## config.mk

```make
export PLATFORM = sky130hd
export DESIGN_NAME = stepdir_sched
export DESIGN_NICKNAME = d
export VERILOG_FILES = /design/src/rtl/stepdir_sched.sv
export SDC_FILE = /design/constraint.sdc
export NUM_CORES = 1
export LEC_CHECK = 0
export BUFFER_PORTS_ARGS = -buffer_cell sky130_fd_sc_hd__buf_2
export CAP_MARGIN = 10
export CORE_MARGIN = 10
export CORE_UTILIZATION = 48
export CTS_CLUSTER_DIAMETER = 100
export DETAILED_ROUTE_END_ITERATION = 8
export GPL_TIMING_DRIVEN = 0
export PLACE_DENSITY = 0.81
export SLEW_MARGIN = 0
export SYNTH_ARGS = -nofsm -noshare
export SYNTH_HDL_FRONTEND = slang
export SYNTH_SLANG_ARGS = --single-unit
export TNS_END_PERCENT = 30
```

## constraint.sdc

```tcl
create_clock -name clk -period 4.9 [get_ports clk]
set_clock_uncertainty 0.15 [all_clocks]
set_input_delay 0.98 -clock clk [delete_from_list [all_inputs] [get_ports clk]]
set_output_delay 0.98 -clock clk [all_outputs]
set_load 0.03 [all_outputs]
```

## src/rtl/stepdir_sched.sv

```systemverilog
// Multi-axis stepdir scheduler: routes tagged move entries to per-channel queues,
// starts a channel set together at an absolute time, and detects completion/abort.
module stepdir_sched #(
  parameter int NUM_CHANNELS = 6,
  parameter int TIME_BITS    = 32,
  localparam int CH_BITS     = (NUM_CHANNELS > 1) ? $clog2(NUM_CHANNELS) : 1
) (
  input  logic                    clk,
  input  logic                    reset,
  input  logic [71:0]             cmd_data,
  input  logic [CH_BITS-1:0]      cmd_chan,
  input  logic                    cmd_valid,
  output logic                    cmd_ready,
  input  logic                    arm_en,
  input  logic [NUM_CHANNELS-1:0] arm_mask,
  input  logic [TIME_BITS-1:0]    arm_time,
  input  logic                    abort,
  input  logic                    clr_flags,
  input  logic [TIME_BITS-1:0]    systime,
  output logic [71:0]             ch_wr_data,
  output logic [NUM_CHANNELS-1:0] ch_wr_en,
  input  logic [NUM_CHANNELS-1:0] ch_queue_empty,
  input  logic [NUM_CHANNELS-1:0] ch_running,
  output logic [NUM_CHANNELS-1:0] ch_start,
  output logic [NUM_CHANNELS-1:0] ch_reset,
  output logic [1:0]              state,
  output logic                    done,
  output logic [NUM_CHANNELS-1:0] underrun,
  output logic                    bad_chan,
  output logic                    arm_err
);

  typedef enum logic [1:0] {IDLE = 2'd0, ARMED = 2'd1, RUN = 2'd2, ABORT = 2'd3} state_t;

  localparam logic [CH_BITS:0] NCH_W = (CH_BITS+1)'(NUM_CHANNELS);

  state_t                  state_q, state_d;
  logic [NUM_CHANNELS-1:0] mask_q, mask_d;
  logic [TIME_BITS-1:0]    time_q, time_d;
  logic [1:0]              run_cnt_q, run_cnt_d;
  logic                    quiet_q, quiet_d;
  logic                    done_q, done_d;
  logic [71:0]             wr_data_q, wr_data_d;
  logic [NUM_CHANNELS-1:0] wr_en_q, wr_en_d;
  logic [NUM_CHANNELS-1:0] ur_q, ur_d, ur_set;
  logic                    bad_q, bad_d;
  logic                    aerr_q, aerr_d;

  logic                    accept, chan_ok, reached, all_quiet;
  logic [TIME_BITS-1:0]    tdiff;

  assign cmd_ready = (state_q != ABORT);
  assign accept    = cmd_valid && cmd_ready;
  assign chan_ok   = ({1'b0, cmd_chan} < NCH_W);
  // Modular difference keeps the start check correct across systime wrap.
  assign tdiff     = systime - time_q;
  assign reached   = ~tdiff[TIME_BITS-1];
  assign all_quiet = &(~mask_q | (~ch_running & ch_queue_empty));

  always_comb begin
    wr_en_d   = '0;
    wr_data_d = wr_data_q;
    if (accept) begin
      wr_data_d = cmd_data;
      if (chan_ok) wr_en_d = NUM_CHANNELS'(1) << cmd_chan;
    end
  end

  always_comb begin
    state_d   = state_q;
    mask_d    = mask_q;
    time_d    = time_q;
    run_cnt_d = run_cnt_q;
    quiet_d   = quiet_q;
    done_d    = 1'b0;
    ur_set    = '0;
    unique case (state_q)
      IDLE: if (arm_en && arm_mask != '0) begin
        state_d = ARMED;
        mask_d  = arm_mask;
        time_d  = arm_time;
      end
      ARMED: if (reached) begin
        state_d   = RUN;
        ur_set    = mask_q & ch_queue_empty;
        run_cnt_d = 2'd0;
        quiet_d   = 1'b0;
      end
      RUN: begin
        // Channels raise running one cycle after start; skip the first two cycles.
        if (run_cnt_q < 2'd2) begin
          run_cnt_d = run_cnt_q + 2'd1;
        end else if (all_quiet) begin
          if (quiet_q) begin
            state_d = IDLE;
            done_d  = 1'b1;
          end
          quiet_d = 1'b1;
        end else begin
          quiet_d = 1'b0;
        end
      end
      ABORT: state_d = IDLE;
      default: state_d = IDLE;
    endcase
    if (abort) begin
      state_d = ABORT;
      mask_d  = '0;
      time_d  = '0;
      quiet_d = 1'b0;
      done_d  = 1'b0;
      ur_set  = '0;
    end
  end

  // Sticky flags: a set in the same cycle as clr_flags wins.
  assign ur_d   = (ur_q & {NUM_CHANNELS{~clr_flags}}) | ur_set;
  assign bad_d  = (bad_q & ~clr_flags) | (accept && !chan_ok);
  assign aerr_d = (aerr_q & ~clr_flags) | (arm_en && (state_q != IDLE || arm_mask == '0));

  always_ff @(posedge clk or posedge reset) begin
    if (reset) begin
      state_q   <= IDLE;
      mask_q    <= '0;
      time_q    <= '0;
      run_cnt_q <= 2'd0;
      quiet_q   <= 1'b0;
      done_q    <= 1'b0;
      wr_data_q <= '0;
      wr_en_q   <= '0;
      ur_q      <= '0;
      bad_q     <= 1'b0;
      aerr_q    <= 1'b0;
    end else begin
      state_q   <= state_d;
      mask_q    <= mask_d;
      time_q    <= time_d;
      run_cnt_q <= run_cnt_d;
      quiet_q   <= quiet_d;
      done_q    <= done_d;
      wr_data_q <= wr_data_d;
      wr_en_q   <= wr_en_d;
      ur_q      <= ur_d;
      bad_q     <= bad_d;
      aerr_q    <= aerr_d;
    end
  end

  // A write staged in the cycle abort was seen is dropped while ABORT is shown.
  assign ch_wr_en   = (state_q == ABORT) ? '0 : wr_en_q;
  assign ch_wr_data = wr_data_q;
  assign ch_start   = (state_q == RUN) ? mask_q : '0;
  assign ch_reset   = (state_q == ABORT) ? '1 : '0;
  assign state      = state_q;
  assign done       = done_q;
  assign underrun   = ur_q;
  assign bad_chan   = bad_q;
  assign arm_err    = aerr_q;

endmodule
```

# Yosys cells after proc, flatten, opt, wreduce, memory -nomap -nowiden
# Index checks and enable logic that the tools add are counted.
# Widths: inputs -> output; s select.
# op_classes
bitwise_logic	12
magnitude_cmp	2
n_addsub	2
n_mux	34
shift	1
n_reduce_logical	19
n_eq_ne	11
# ops
op	n
$mux 32	3
$mux 6	11
$sub 32x32->32	1
$and 6x6->6	3
$mux 2	8
$ne 3x3->1 const B	5
$not 6->6	2
$or 6x6->6	2
$mux 1	9
$pmux 2 s4	1
$reduce_bool 2->1	4
$logic_not 6->1	1
$ne 2x2->1 const B	3
$reduce_and 3->1	2
$reduce_and 6->1	1
$reduce_bool 6->1	1
$shl 1x3->6 const A	1
$reduce_and 5->1	1
$eq 2x2->1 const B	2
$logic_and 1x1->1	4
$pmux 2 s2	1
$lt 3x3->1 const B	1
$reduce_bool 3->1	1
$add 2x1->2 const B	1
10 further kinds	12
# totals
input_bits	163
regBits	130
elab_cells	92
output_inout_bits	102

# Depth between registers and ports, before layout
# Gate-level depths: netlist of the first run.
# logic_depth
depth_word	8
mapped_depth	10

# Least setup slack after synthesis of the first run
# No wires, ideal clock.
# synth_path
path_type	input port to flip-flop
start	in systime[29]
end	reg run_cnt_q[0]
path_slack_ps	1961
cell_stages	9
arrival_ps	2671
setup_ps	119
required_ps	4631
path_buffers	1
cell_sequence	ha_1 a21oi_1 nand2_1 a221o_1 or3_1 a31oi_1 xnor2_1 buf_6 o21a_1
# synth_via
elab_chain_cells	3
# synth_rtl
element	line_no	text
start: declaration	19	input logic [TIME_BITS-1:0] systime,
$sub 32x32->32	56	assign tdiff = systime - time_q;
$ne 2x2->1 (no source line)	-	
$reduce_and 3->1 (no source line)	-	
end signal: assignment	138	run_cnt_q <= run_cnt_d;
end: declaration	40	logic [1:0] run_cnt_q, run_cnt_d;
# Every way passes these cells.
# A chain may end at the register's enable or synchronous reset.

# Worst setup path after layout of the first run
# layout_path
start	reg state_q[1], in the netlist state[1]
end	out ch_reset[5]
# layout_via
elab_chain_cells	2
# layout_rtl
element	line_no	text
start: declaration	37	state_t state_q, state_d;
start signal: assignment	135	state_q <= state_d;
$eq 2x2->1	153	assign ch_reset = (state_q == ABORT) ? '1 : '0;
$mux 6	153	
end: declaration	25	output logic [NUM_CHANNELS-1:0] ch_reset,
# Every way passes these cells.

==> flow_metrics.env, run 1 <==
export IMPL_p_sw_w=0.001073
export IMPL_ys_types=40
export IMPL_syn_avg_cell_area_sq_um=8.636
export IMPL_yosys_area_share_xor_xnor_pct=0.4365
export IMPL_synthAdderAreaFrac_pct=6.236
export IMPL_intPower_w=0.002436
export IMPL_post_cts_setup_buffers=0
export IMPL_synth_edf_count=0
export IMPL_grt_pass1_wl_mm=30.80
export IMPL_worstPathRequired_ns=3.77
export IMPL_p_seq_share_pct=36.4
export IMPL_h_tree_depth=4
export IMPL_finalCritPeriodShare_pct=62.94
export IMPL_layout_drive_gt1_share_pct=31.15
export IMPL_vias=5735
export IMPL_grt_max_degree=75
export IMPL_synth_top_family_by_area="simple AND/OR/NAND/NOR gates"
export IMPL_hold_violations=0
export IMPL_synth_warnings=0
export IMPL_synthSimpleGateAreaFrac_pct=28.54
export IMPL_syn_cell_area_sq_um=6020
export IMPL_core_area_sq_um=12160
export IMPL_setup_tns_ns=0
export IMPL_via_per_inst=4.927
export IMPL_root_buffer="clkbuf_16"
export IMPL_portBuffers=262
export IMPL_cts_resized=0
export IMPL_die_w_microns=132.0
export IMPL_drt_iter0_markers=317
export IMPL_synthTopCellsByArea="dfrtp_1 54%, nand2_1 19%, ha_1 6.2%, nand4_1 3.8%, inv_1 2.7%"
export IMPL_antenna_found_initial=4
export IMPL_finish_net_count=1172
export IMPL_drc=0
export IMPL_setup_violations=0
export IMPL_crit_path_cell_trace="clkbuf_1, nand2_1, inv_1, buf_4, buf_2"
export IMPL_area_growth_pct=37.21
export IMPL_hpwl_mm=15.17
export IMPL_netSwitchingFraction_pct=30.59
export IMPL_slew_violations=0
export IMPL_fin_crit_ns=3.084
export IMPL_ios=265
export IMPL_wl_per_cell_microns=16.70
export IMPL_relSlewSlack_pct=58.39
export IMPL_die_area_sq_um=17420
export IMPL_routabilityCongestion=0.8689
export IMPL_worst_r2r_setup_slack_ns=2.27
export IMPL_grt_util_all_layers_pct=22.02
export IMPL_hold_buffers=0
export IMPL_yosys_area_top_type="dfrtp_1"
export IMPL_cellPowerDensity_nw_per_um2=424.9
export IMPL_arrival_ns=1.95
export IMPL_cp_slowest_cell="dfrtp_1"
export IMPL_overflow=0
export IMPL_synth_ff_latch_count=130
export IMPL_drt_pass1_iterations=4
export IMPL_start_kind="flip-flop"
export IMPL_cts_path_max_buffers=2
export IMPL_synth_most_common_cell="nand2_1"
export IMPL_rows=40
export IMPL_cpPeakStageDelay_ns=0.34
export IMPL_netlist_instances=697
export IMPL_p_comb_share_pct=22.5
export IMPL_clkPwrFrac_pct=41.1
export IMPL_syn_nets=890
export IMPL_clkSlewWorstSetupHoldPaths_ns=0.05
export IMPL_async_flop_share_pct=100.0
export IMPL_clk_latency_ns=0.41
export IMPL_ys_top_cells_by_count="308 x nand2_1, 130 x dfrtp_1, 43 x inv_1"
export IMPL_finalCoreUtilization_pct=67.91
export IMPL_crit_type="flip-flop to output port"
export IMPL_max_cap_violations=0
export IMPL_cp_max_fo=10
export IMPL_synth_area_mux_share_pct=0.1663
export IMPL_cts_buffers=17
export IMPL_dieHeight_microns=132.0
export IMPL_fmax_mhz=324.2
export IMPL_p_leak_nw=4.612
export IMPL_yosys_area_top_type_share_pct=54.04
export IMPL_synthFlopType="dfrtp_1"
export IMPL_vdd_ir_drop_max_v=0.0002790
export IMPL_cp_end_kind="output port"
export IMPL_wl_mm=19.44
export IMPL_clock_sinks=130
export IMPL_grt_setup_unrepaired="false"
export IMPL_cts_tree="done"
export IMPL_worstMarginPinSlew_ns=0.6218
export IMPL_drtAntennaViolNets=0
export IMPL_synth_compound_area_share_pct=4.885
export IMPL_grt_pass1_vias=6052
export IMPL_status="finished clean"
export IMPL_start_util_pct=49.50
export IMPL_seq_area_frac_synth_pct=54.04
export IMPL_hp_class="flip-flop to flip-flop"
## power by group through the flow
stage / registers, W / logic [W] / clock network [W]
finish: 0.00128 / 0.000788 / 0.00144
global route: 0.00129 / 0.000862 / 0.00151
CTS: 0.00128 / 0.000799 / 0.00146
floorplan: 0.00151 / 0.000274 / 0
global placement: 0.00129 / 0.000778 / 0
detailed placement: 0.00129 / 0.000798 / 0
## cell type report
class,instances,area [sq um]
fill,1033,3902
clock buffer,21,470.5
inverter,43,166.4
sequential,130,3253
antenna,4,10.01
tap,168,210.2
multi-input combinational,484,2424
buffer,40,181.4
timing repair buffer,263,1339
clock inverter,11,205.2
## cell families after synthesis
logic type / after synthesis
simple gates: 401
flops: 130
buf+inv: 83
compound gates: 49
fa+ha+maj: 30
xor+xnor: 3
mux: 1
## registers in the layout, summed over array words and instances, names as in the netlist
name / flops
underrun: 6
done: 1
mask_q: 6
ch_wr_data: 72
bad_chan: 1
time_q: 32
state: 2
quiet_q: 1
wr_en_q: 6
run_cnt_q: 2
arm_err: 1
## routing by layer
layer	track usage (%)	share of wire (%)
met5	0	0
met4	10.63	3.6
met3	8.880	8.7
met2	36.31	49
met1	24.18	39
## placed cells by master (no fill, tap or decap), types with 2 or more instances in the layout
cell type,instances
a21o_1,3
a21oi_1,16
and2_1,13
and4_1,2
buf_1,8
buf_2,266
buf_4,5
bufinv_16,6
clkbuf_1,23
clkbuf_16,17
clkbuf_8,3
clkinv_2,5
dfrtp_1,130
diode_2,4
ha_1,30
inv_1,42
nand2_1,308
nand2b_1,9
nand3_1,12
nand4_1,37
nor2_1,7
nor2b_1,2
nor3_1,4
nor3_2,2
o21ai_0,13
o22ai_1,7
xnor2_1,2
## critical path: cells and delay by family, from the launching register on
kind	cells	cell delay [ns]
buffers and inverters	4	0.90
flip-flops	1	0.34
AND/OR/NAND/NOR	1	0.30
## path summary, 6_finish.rpt
kind	from	to	depth (start not counted)
worst min-delay path	time_q[24]	time_q[24]	2
min in group asynchronous	reset	time_q[11]	2
worst max register to register	time_q[29]	underrun[2]	10
max in group asynchronous	reset	time_q[17]	3
worst min register to register	time_q[24]	time_q[24]	2
worst max-delay path	state[1]	ch_reset[5]	5
## through the flow
step	hold WS, ns	setup WS [ns]	std cells	total power, W	area [sq um]
2_1_floorplan	0.2809	0.3007	697	0.001784	6020
3_3_place_gp	0.2994	-1.203	1127	0.002065	7541
3_5_place_dp	0.3072	1.589	1128	0.002087	7574
4_1_cts	0.3193	1.795	1160	0.003536	8249
5_1_grt	0.3382	1.623	1164	0.003670	8259
6_report	0.3133	1.816	1164	0.003509	8259
No activity file was read; power rests on OpenSTA's default activity.
==> run 2: changes to the inputs <==
- ABC_AREA: not set -> 1
- CORE_UTILIZATION: 48 -> 43
- PLACE_DENSITY: 0.81 -> 0.76
- clock period: 4.9 -> 2.49 ns (I/O delays scaled with it)
==> run 2 against run 1 <==
Global-route usage fell by 2.9 points. Register-to-register slack got worse by 1.8 ns. Critical path depth fell by 1. Die area rose by 11%. Clock-buffer cell count did not move. Non-clock buffer count fell by 3. Synthesized area rose by 1.6%. Hold slack got worse by 0.19 ns. Design area rose by 1.7%. Final cell count rose by 5.6%. Routed wire length fell by 2.7%. Critical endpoint is now ch_reset[4].
==> flow_metrics.env, run 2 <==
export IMPL_status="finished clean"
export IMPL_hpwl_mm=15.04
export IMPL_max_cap_violations=0
export IMPL_cts_buffers=17
export IMPL_netSwitchingFraction_pct=39.97
export IMPL_synth_edf_count=0
export IMPL_grt_pass1_vias=5844
export IMPL_synthFlopType="dfrtp_1"
export IMPL_clk_latency_ns=0.41
export IMPL_wl_mm=18.91
export IMPL_syn_cell_area_sq_um=6118
export IMPL_final_area_sq_um=8396
export IMPL_cpPeakStageDelay_ns=0.43
export IMPL_p_total_w=0.009145
export IMPL_yosys_area_top_type="dfrtp_1"
export IMPL_portBuffers=264
export IMPL_cp_slowest_cell="dfrtp_1"
export IMPL_worstPathRequired_ns=1.84
export IMPL_yosys_area_top_type_share_pct=53.17
export IMPL_hold_violations=0
export IMPL_hp_class="input pin to flip-flop"
export IMPL_vias=5824
export IMPL_crit_type="flip-flop to output port"
export IMPL_layout_drive_gt1_share_pct=32.06
export IMPL_die_area_sq_um=19400
export IMPL_clkSlewWorstSetupHoldPaths_ns=0.06
export IMPL_via_per_inst=4.739
export IMPL_intPower_w=0.005490
export IMPL_setup_violations=0
export IMPL_overflow=0
export IMPL_wl_per_cell_microns=15.39
export IMPL_dieHeight_microns=139.3
export IMPL_clock_sinks=130
export IMPL_fin_ws_ns=0.1637
export IMPL_drtAntennaViolNets=0
export IMPL_cp_end_kind="output port"
export IMPL_grt_util_all_layers_pct=19.09
export IMPL_dpl_cell_area_sq_um=7729
export IMPL_p_leak_nw=4.785
export IMPL_cellPowerDensity_nw_per_um2=1089
export IMPL_post_cts_setup_buffers=0
export IMPL_p_sw_w=0.003655
export IMPL_cts_resized=0
export IMPL_netlist_instances=748
export IMPL_ys_types=25
export IMPL_setup_tns_ns=0
export IMPL_grt_pass1_wl_mm=29.89
export IMPL_vdd_ir_drop_max_v=0.0006666
export IMPL_seq_area_frac_synth_pct=53.17
export IMPL_synth_ff_latch_count=130
export IMPL_slew_violations=0
export IMPL_p_seq_share_pct=32.7
export IMPL_clkPwrFrac_pct=29.8
export IMPL_worstMarginPinSlew_ns=0.5080
export IMPL_antenna_found_initial=1
export IMPL_routabilityCongestion=0.8839
export IMPL_syn_nets=941
export IMPL_layout_cells_most_common="nand2_1"
export IMPL_layout_common_cells="296 x nand2_1, 272 x buf_2, 130 x dfrtp_1"
export IMPL_cp_buffers_inverters=3
export IMPL_core_area_sq_um=13930
export IMPL_root_buffer="clkbuf_16"
export IMPL_synth_warnings=0
export IMPL_drc=0
export IMPL_async_flop_share_pct=100.0
export IMPL_cts_tree="done"
export IMPL_syn_avg_cell_area_sq_um=8.180
export IMPL_place_ws_ns=0.2524
export IMPL_arrival_ns=1.68
export IMPL_crit_path_cell_trace="nand2_1, inv_1, buf_4, buf_2"
export IMPL_p_comb_share_pct=37.5
export IMPL_critPathTopFamily="buffers and inverters"
export IMPL_h_tree_depth=4
export IMPL_cp_max_fo=12
export IMPL_drt_pass1_iterations=5
export IMPL_cts_path_max_buffers=2
export IMPL_relSlewSlack_pct=66.14
export IMPL_synth_most_common_cell="nand2_1"
export IMPL_rows=43
export IMPL_start_util_pct=43.91
export IMPL_start_kind="flip-flop"
export IMPL_grt_setup_unrepaired="true"
export IMPL_grt_max_degree=43
export IMPL_finish_net_count=1228
export IMPL_finalCritPeriodShare_pct=93.42
export IMPL_fmax_mhz=429.9
export IMPL_ys_top_cells_by_count="296 x nand2_1, 130 x dfrtp_1, 85 x inv_1"
export IMPL_finalCoreUtilization_pct=60.25
export IMPL_largest_reg_flops=72
export IMPL_ios=265
export IMPL_synthTopCellsByArea="dfrtp_1 53%, nand2_1 18%, ha_1 6.1%, inv_1 5.2%, nand3_1 4.3%"
export IMPL_die_w_microns=139.3
export IMPL_fin_crit_ns=2.326
export IMPL_area_growth_pct=37.22
export IMPL_drt_iter0_markers=255
-- run 2: tightest hold or removal path: stages --
cell and delay [ns]:
buf_2 0.07, nand2_1 0.04, nand2_1 0.04
-- run 2: power by group through the flow --
stage	logic [W]	clock network (W)	registers, W
after floorplan	0.00140	0	0.00390
after global placement	0.00337	0	0.00300
after detailed placement	0.00346	0	0.00301
after CTS	0.00347	0.00276	0.00299
after global routing	0.00376	0.00286	0.00306
final	0.00343	0.00273	0.00299
-- run 2: final timing paths --
check                               from        endpoint  cells after the start  slack (ns)
setup / recovery                state[0]     ch_reset[4]                      4        0.16
hold / removal              cmd_data[15]  ch_wr_data[15]                      3        0.12
setup reg to reg              time_q[14]     underrun[3]                     14        0.45
hold reg to reg            ch_wr_data[6]   ch_wr_data[6]                      2        0.32
max in group asynchronous          reset  ch_wr_data[70]                      5        0.88
min in group asynchronous          reset      time_q[12]                      3        0.53
-- run 2: logic make-up (layout without fill, tap and decap cells) --
logic type | count (synthesis) | count (layout) | share of synthesized area (%)
AND/OR/NAND/NOR | 405 | 405 | 27.14
flip-flops | 130 | 130 | 53.17
buffers and inverters | 120 | 420 | 8.323
AO/OA/AOI/OAI | 62 | 62 | 5.092
adder cells (fa/ha/maj) | 30 | 30 | 6.135
XOR/XNOR | 1 | 1 | 0.1432
other | 0 | 1 | 0
-- run 2: metrics by stage --
| stage | hold slack, ns | std cells |
|---|---|---|
| after global placement | 0.3076 | 1192 |
| final | 0.1221 | 1229 |
| after CTS | 0.1026 | 1228 |
| after global routing | 0.1141 | 1229 |
| after detailed placement | 0.3094 | 1195 |
| after floorplan | 0.2917 | 748 |
-- run 2: area by class of cell --
class	instances	area, sq um
fillers	1249	5539
flip-flops and latches	130	3253
multi-input cells	498	2356
repair buffers	268	1391
clock buffers	21	480.5
inverters	88	334.1
well taps	180	225.2
plain buffers	32	178.9
clock inverters	11	173.9
diodes	1	2.502
-- run 2: timing repair --
action / in CTS / in global routing
setup endpoints to repair: 0 / 3
endpoints found under the hold margin: 17 / 0
hold buffers: 1 / 0
-- run 2: per-layer routing --
| layer | vias to the layer above | share of wire (%) | GRT usage, % |
|---|---|---|---|
| met4 | 0 | 1.5 | 6.535 |
| met1 | 2710 | 40 | 22.35 |
| met3 | 19 | 7.8 | 6.431 |
| li1 | 2895 | - | - |
| met2 | 200 | 51 | 32.00 |
| met5 | - | 0 | 0 |
==> run 3: changes to the inputs <==
- CORE_MARGIN: 10 -> 4
==> run 3 against run 2 <==
Critical path depth up 1. Sequential cell count did not move. Fmax increased by 2.0%. Die area is 16% lower. Global-route usage is 2.2 points higher. Via count fell by 1.2%. Utilization unchanged. Hold slack better by 0.0093 ns. Routed wire length decreased by 9.1%. Combinational power is 1% lower. Non-clock buffer count unchanged. Critical path type unchanged. Critical endpoint is now ch_start[5]. Largest power group unchanged.
==> flow_metrics.env, run 3 (synthesis results as in run 2) <==
export IMPL_largest_reg_flops=72
export IMPL_layout_cells_most_common="nand2_1"
export IMPL_clk_latency_ns=0.41
export IMPL_hp_class="input pin to flip-flop"
export IMPL_setup_violations=0
export IMPL_routabilityCongestion=0.9020
export IMPL_drt_iter0_markers=331
export IMPL_cp_max_fo=8
export IMPL_critPathTopFamily="buffers and inverters"
export IMPL_crit_path_cell_trace="inv_1, nor2_2, inv_1, nor2_1, buf_2"
export IMPL_start_kind="flip-flop"
export IMPL_place_ws_ns=0.2930
export IMPL_fin_crit_ns=2.281
export IMPL_ios=265
export IMPL_clkSlewWorstSetupHoldPaths_ns=0.06
export IMPL_drc=0
export IMPL_cp_end_kind="output port"
export IMPL_slew_violations=0
export IMPL_die_area_sq_um=16200
export IMPL_clock_sinks=130
export IMPL_finish_net_count=1228
export IMPL_cts_buffers=17
export IMPL_cellPowerDensity_nw_per_um2=1087
export IMPL_portBuffers=264
export IMPL_root_buffer="clkbuf_16"
export IMPL_dieHeight_microns=127.3
export IMPL_post_cts_setup_buffers=0
export IMPL_hold_violations=0
export IMPL_max_cap_violations=0
export IMPL_worstMarginPinSlew_ns=0.5159
export IMPL_finalCritPeriodShare_pct=91.61
export IMPL_status="finished clean"
export IMPL_grt_pass1_wl_mm=27.43
export IMPL_wl_mm=17.18
export IMPL_worstPathRequired_ns=1.84
export IMPL_grt_setup_unrepaired="false"
export IMPL_vias=5753
export IMPL_relSlewSlack_pct=65.60
export IMPL_drtAntennaViolNets=0
export IMPL_p_leak_nw=4.783
export IMPL_overflow=0
export IMPL_area_growth_pct=37.22
export IMPL_drt_pass1_iterations=5
export IMPL_cp_slowest_cell="dfrtp_1"
export IMPL_fin_ws_ns=0.2088
export IMPL_cts_tree="done"
export IMPL_arrival_ns=1.63
export IMPL_hpwl_mm=13.05
export IMPL_cts_path_max_buffers=2
export IMPL_h_tree_depth=4
export IMPL_grt_util_all_layers_pct=21.30
export IMPL_via_per_inst=4.685
export IMPL_core_area_sq_um=13930
export IMPL_wl_per_cell_microns=13.99
export IMPL_cp_common_cell="inv_1"
export IMPL_layout_drive_gt1_share_pct=32.16
export IMPL_cp_buffers_inverters=3
export IMPL_layout_common_cells="295 x nand2_1, 272 x buf_2, 130 x dfrtp_1"
export IMPL_whs_ns=0.1315
export IMPL_cpPeakStageDelay_ns=0.44
export IMPL_die_w_microns=127.3
export IMPL_rows=43
export IMPL_p_total_w=0.009127
export IMPL_vdd_ir_drop_max_v=0.0007848
export IMPL_start_util_pct=43.91
export IMPL_fmax_mhz=438.4
export IMPL_antennaDiodeCount=0
export IMPL_antenna_found_initial=0
export IMPL_crit_type="flip-flop to output port"
export IMPL_grt_pass1_vias=5586
export IMPL_grt_max_degree=44
-- run 3: layout make-up --
type,count,area [sq um]
Buffer,32,178.9
Tap cell,180,225.2
Multi-Input combinational cell,498,2359
Clock buffer,19,442.9
Clock inverter,13,207.7
Sequential cell,130,3253
Timing Repair Buffer,268,1391
Inverter,88,337.8
Fill cell,1250,5539
-- run 3: final timing paths --
check,cells after the start,endpoint,from,slack (ns)
setup / recovery,5,ch_start[5],state[1],0.21
hold / removal,3,ch_wr_data[55],cmd_data[55],0.13
setup reg to reg,14,run_cnt_q[0],time_q[26],0.53
hold reg to reg,2,ch_wr_data[32],ch_wr_data[32],0.32
max in group asynchronous,5,done,reset,0.94
min in group asynchronous,3,time_q[10],reset,0.48
-- run 3: stage by stage --
| step | cells | area (sq um) | setup TNS (ns) | util [%] |
|---|---|---|---|---|
| after floorplan | 748 | 6122 | 0 | - |
| after global placement | 1192 | 7669 | -79.30 | 55.03 |
| after detailed placement | 1195 | 7729 | 0 | 55.46 |
| after CTS | 1228 | 8389 | 0 | 60.20 |
| after global routing | 1228 | 8396 | 0 | 60.25 |
| final | 1228 | 8396 | 0 | 60.25 |
-- run 3: what timing repair did --
action	CTS	global route
hold buffers	1	0
endpoints found under the hold margin	13	0
setup endpoints to repair	0	2
gates resized for setup	0	2
-- run 3: power by group --
part	internal, W	leakage (nW)	switching [W]	total [W]
combinational	0.00101	2.82	0.00238	0.00339
sequential	0.00270	1.65	0.000305	0.00300
clock	0.00181	0.317	0.000931	0.00274
total	0.00551	4.78	0.00362	0.00913
-- run 3: worst reg2reg max path: cells and delay by family (launching register included) --
family,cells,cell delay [ns]
AND/OR/NAND/NOR,12,1.04
adder cells (fa/ha/maj),1,0.24
buffers and inverters,1,0.07
flip-flops,1,0.35
-- run 3: metal layers --
metal	vias to the layer above	share of wire (%)	global-route usage, %
li1	2897	-	-
met5	-	0	0
met4	0	1.5	6.940
met3	17	5.9	4.473
met1	2651	43	28.20
met2	188	49	35.12
